<file path="config.mk">
export PLATFORM = sky130hd
export DESIGN_NAME = sv32_table_walk
export DESIGN_NICKNAME = d
export VERILOG_FILES = /design/src/rtl/sv32_table_walk.sv
export SDC_FILE = /design/constraint.sdc
export NUM_CORES = 1
export LEC_CHECK = 0
export CORE_MARGIN = 1.5
export CORE_UTILIZATION = 45
export CTS_CLUSTER_DIAMETER = 100
export DETAILED_ROUTE_END_ITERATION = 10
export DONT_BUFFER_PORTS = 1
export PLACE_DENSITY = 0.71
export SYNTH_ARGS = -nofsm -noshare
export SYNTH_HDL_FRONTEND = slang
export SYNTH_SLANG_ARGS = --single-unit
</file>
<file path="constraint.sdc">
create_clock -name clk -period 4.6 [get_ports clk]
set_input_delay 0.46 -clock clk [delete_from_list [all_inputs] [get_ports clk]]
set_output_delay 0.46 -clock clk [all_outputs]
set_load 0.02 [all_outputs]
</file>
<file path="src/rtl/sv32_table_walk.sv">
// ----------------------------------------------------------------------------
// sv32_table_walk
//   Sv32 hardware page-table walker. It accepts one translation request at a
//   time and reads at most two PTEs: level 1 first, then level 0 when the
//   level-1 entry points to another table. It returns a single normalised
//   leaf PTE. Any fault returns all-zero, so every later permission check
//   fails. A/D bits are only checked, never written back.
//
// Ports
//   clk, rst          : clock, synchronous active-high reset
//   walk_valid/ready  : request (held until ready) / one-cycle completion pulse
//   address, is_write : virtual address and store flag, stable while requested
//   satp              : root page-table PPN in satp[21:0]
//   pte_              : translated PTE, registered, valid with walk_ready
//   mem_valid/ready   : PTE read request (held until ready) / read complete
//   mem_addr          : 34-bit physical address of the PTE being read
//   mem_rdata         : PTE read data, valid with mem_ready
// ----------------------------------------------------------------------------
module sv32_table_walk (
    input  logic        clk,
    input  logic        rst,
    input  logic        walk_valid,
    output logic        walk_ready,
    input  logic [31:0] address,
    input  logic        is_write,
    input  logic [31:0] satp,
    output logic [31:0] pte_,
    output logic        mem_valid,
    input  logic        mem_ready,
    output logic [33:0] mem_addr,
    input  logic [31:0] mem_rdata
);

    typedef enum logic [1:0] {
        IDLE,
        L1,
        L0,
        DONE
    } state_t;

    state_t      state_q, state_d;
    logic [9:0]  vpn0_q, vpn0_d;
    logic        is_write_q, is_write_d;
    logic        mem_valid_q, mem_valid_d;
    logic [33:0] mem_addr_q, mem_addr_d;
    logic [31:0] pte_q, pte_d;

    logic [33:0] root_base;
    logic        pte_invalid;
    logic        pte_is_table;
    logic        leaf_fault;
    logic        mega_misaligned;
    logic        unused_ok;

    // These address and satp bits are not used by the walk.
    assign unused_ok = ^{address[11:0], satp[31:22]};

    assign root_base = {satp[21:0], 12'h000};

    // PTE bits: V=0 R=1 W=2 X=3 U=4 G=5 A=6 D=7.
    assign pte_invalid     = !mem_rdata[0] || (!mem_rdata[1] && mem_rdata[2]);
    assign pte_is_table    = !mem_rdata[1] && !mem_rdata[3];
    assign leaf_fault      = !mem_rdata[6]
                           || (is_write_q && !mem_rdata[7])
                           || (mem_rdata[31:30] != 2'b00);
    assign mega_misaligned = (mem_rdata[19:10] != 10'd0);

    always_comb begin
        state_d     = state_q;
        vpn0_d      = vpn0_q;
        is_write_d  = is_write_q;
        mem_valid_d = mem_valid_q;
        mem_addr_d  = mem_addr_q;
        pte_d       = pte_q;

        case (state_q)
            IDLE: begin
                if (walk_valid) begin
                    state_d     = L1;
                    vpn0_d      = address[21:12];
                    is_write_d  = is_write;
                    mem_valid_d = 1'b1;
                    mem_addr_d  = root_base + {22'd0, address[31:22], 2'b00};
                end
            end
            L1: begin
                if (mem_ready) begin
                    if (pte_invalid) begin
                        state_d     = DONE;
                        mem_valid_d = 1'b0;
                        pte_d       = '0;
                    end else if (pte_is_table) begin
                        // mem_valid stays high: the level-0 read begins at
                        // once, keeping the two-level walk at 3 cycles.
                        state_d    = L0;
                        mem_addr_d = {mem_rdata[31:10], 12'h000}
                                   + {22'd0, vpn0_q, 2'b00};
                    end else begin
                        state_d     = DONE;
                        mem_valid_d = 1'b0;
                        if (leaf_fault || mega_misaligned) begin
                            pte_d = '0;
                        end else begin
                            pte_d = {mem_rdata[29:20], vpn0_q, 2'b00, mem_rdata[9:0]};
                        end
                    end
                end
            end
            L0: begin
                if (mem_ready) begin
                    state_d     = DONE;
                    mem_valid_d = 1'b0;
                    if (pte_invalid || pte_is_table || leaf_fault) begin
                        pte_d = '0;
                    end else begin
                        pte_d = {mem_rdata[29:10], 2'b00, mem_rdata[9:0]};
                    end
                end
            end
            DONE: begin
                state_d = IDLE;
            end
            default: begin
                state_d = IDLE;
            end
        endcase
    end

    always_ff @(posedge clk) begin
        if (rst) begin
            state_q     <= IDLE;
            vpn0_q      <= '0;
            is_write_q  <= 1'b0;
            mem_valid_q <= 1'b0;
            mem_addr_q  <= '0;
            pte_q       <= '0;
        end else begin
            state_q     <= state_d;
            vpn0_q      <= vpn0_d;
            is_write_q  <= is_write_d;
            mem_valid_q <= mem_valid_d;
            mem_addr_q  <= mem_addr_d;
            pte_q       <= pte_d;
        end
    end

    assign walk_ready = (state_q == DONE);
    assign mem_valid  = mem_valid_q;
    assign mem_addr   = mem_addr_q;
    assign pte_       = pte_q;

endmodule

</file>
==> results.toml <==
[synthesis]
syn-instance-count = 338
ys_types = 36
synth_area_um2 = 3350
avgSynthCellArea_um2 = 9.92
yosysMostFrequentCell = "dfxtp_1"
synth_top_area_share_pct = 45.4
ys_ff_latch = 76
synth_largest_area_cell = "dfxtp_1"
synth_common_cells = "dfxtp_1, nor2_1, mux2i_1, a211oi_2, nand2_1"
synth_top_flop_cell = "dfxtp_1"
ys_async_sr_fraction_pct = 0
seq_area_frac_synth_pct = 45.4
yosysWarnings = 0
synth_edf_count = 0
ys_top_cells_by_area = "dfxtp_1, a211oi_2, mux2i_1"

[clocking]
cts_tree = "yes"
cts-root-buf = "clkbuf_8"
cts_buffers = 9
ctsLongestPathBuffers = 2
hold_buffers = 0
clk_latency_ns = 0.34
clkTransAtPathRegs_ns = 0.07
post_cts_resized = 0
htreeDepth = 3
postCtsSetupRepairBufs = 0
cts_sinks = 76

[job]
maxCapViolations = 0

[min_path]
worstHoldStart = "rst"
min_path_type = "in2reg"
holdPathEnd = "mem_addr[2]"
hold-path-cell-count = 1

[placed_design]
gp_congestion = 0.767
post_dp_cell_area_um2 = 3340
port_buffers = 0
dp_hpwl_um = 5780
pre_cts_ws_ns = 1.82

[sta]
final_hold_viol_count = 0
period_share_pct = 60.2
period_minus_slack_ns = 2.77
fin_setup_tns_ns = 0
slew_violations = 0
rsz0062_at_grt = "false"
max_slew_margin_pct = 47.9
worst_pin_slew_ns = 0.782
setup_viol = 0
timing.fmax_mhz = 361
setup_ws_ns = 1.83
clock_skew_ns = 0.00649

[pwr]
p_leak_nw = 1.26
power_per_cell_area_nw_per_um2 = 686
power.total_mw = 2.40
peakVddDrop_mv = 0.315

[worst_setup_path]
r2r_end = "mem_addr[6]"
crit_fanout = 60
crit_type = "reg2reg"
rr_worst_depth = 7
rrSetupSlack_ns = 1.83
cp.arrival_ns = 3.03
end_kind = "flop"
r2r-start = "state_q[1]"
required_ns = 4.86
start_kind = "flop"

[grt]
gr-usage-all-layers_pct = 19.6
antenna_found_initial = 0
overflow = 0
grt_pass1_vias = 2335
grt_max_degree = 61
grt_pass1_wl_um = 11600

[detailed_routing]
drc = 0
routed_wl_um = 8050
drt_iter0_drc = 54
wl_per_cell_um = 18.8
vias = 2471
ant_nets = 0
first_pass_iters = 4
viasPerCell = 5.77

[floorplanning]
core-area_um2 = 7210
die_h_um = 89.3
die_w_um = 89.3
rows = 31
die_area_um2 = 7980
floorplan.initialDensity_pct = 46.5
ios = 169

[finish]
drive_above_1_share_pct = 15.2
final_nets = 429
area_delta_synth_final_pct = 4.48
finish.instance_area_um2 = 3500
final_util_pct = 48.5
multi_input_area_um2 = 1640
seq_area_um2 = 1520
fillers = 689
n_antenna_cell = 0

[status]
status = "complete, no violations"
## logic make-up (layout without fill, tap and decap cells)
group | count (synthesis) | after routing | synth area share, %
AO/OA/AOI/OAI | 94 | 94 | 24.1
adder cells (fa/ha/maj) | 4 | 4 | 1.49
buffers and inverters | 38 | 26 | 6.20
flip-flops | 76 | 76 | 45.4
multiplexers | 34 | 34 | 10.2
other | 1 | 4 | 0.112
AND/OR/NAND/NOR | 91 | 91 | 12.5
## sequential cells by signal, summed over array words and instances (netlist names)
| register | cells |
|---|---|
| mem_addr | 32 |
| pte_ | 30 |
| vpn0_q | 10 |
| state_q | 2 |
| is_write_q | 1 |
| mem_valid | 1 |
## metal layers
layer,global-route usage (%),part of all wire [%],vias to the layer above
met4,8.53,1.5,0
met5,0,0,-
met1,22.6,42,1166
met3,7.48,10,10
li1,-,-,1192
met2,32.5,46,103
## through the flow
stage	hold WS (ns)	cells
3_5_place_dp	0.480	412
2_1_floorplan	0.449	341
6_report	0.194	428
4_1_cts	0.158	428
5_1_grt	0.165	428
3_3_place_gp	0.475	412
## worst max path at each step
| stage | startpoint | end | slack (ns) | depth (start not counted) |
|---|---|---|---|---|
| floorplan | state_q[0] | mem_valid | 2.98 | 6 |
| global placement | state_q[1] | mem_addr[22] | 1.90 | 7 |
| detailed placement | state_q[1] | mem_addr[21] | 1.82 | 7 |
| CTS | state_q[1] | mem_addr[21] | 1.80 | 7 |
| global route | state_q[1] | mem_addr[4] | 1.59 | 7 |
| finish | state_q[1] | mem_addr[6] | 1.83 | 7 |
## cell type report
cell class              count  area share (%)
multi-input cells         227            46.8
flip-flops and latches     76            43.4
clock buffers              14            4.36
inverters                   5           0.536
clock inverters             2           0.286
well taps                  99            3.54
repair buffers              5            1.07
## critical path, cell delays in order (launching register included)
cell and delay (ns):
dfxtp_1 0.35, inv_1 0.10, ha_2 0.53, buf_4 0.45, a41o_2 0.30, buf_4 0.57, nor2_1 0.12, a211oi_2 0.21
## cells in the final DEF, fill, tap and decap left out
cell	synthesis	layout
a221oi_2	1	1
o2111a_1	1	1
o21bai_1	1	1
clkbuf_8	0	10
nor4_1	2	2
ha_2	0	1
mux2i_1	33	33
nand3_1	20	20
o21ai_0	12	12
a211oi_2	28	28
ha_1	4	3
and3b_1	1	1
conb_1	1	4
nor2_1	36	36
buf_4	8	5
o41ai_1	1	1
mux2_2	1	1
a41o_2	0	1
and3_1	1	1
clkbuf_1	11	4
a21o_1	2	2
a211oi_1	5	5
nor3_1	2	2
a31oi_1	10	10
clkinv_2	0	2
inv_1	5	5
o21a_1	1	1
a21oi_1	13	13
nand4bb_1	1	1
nor2b_1	2	2
nand2_1	23	23
dfxtp_1	76	76
a22o_1	18	18
and2_1	1	1
nand2b_1	1	1
nor4b_4	1	1
## where the power goes
group	internal [mW]	switching [mW]	leakage, nW	total, mW
Clock	0.210	0.223	0.0844	0.433
Sequential	0.830	0.299	0.622	1.13
Combinational	0.341	0.498	0.550	0.839
No activity file was read; power rests on OpenSTA's default activity.
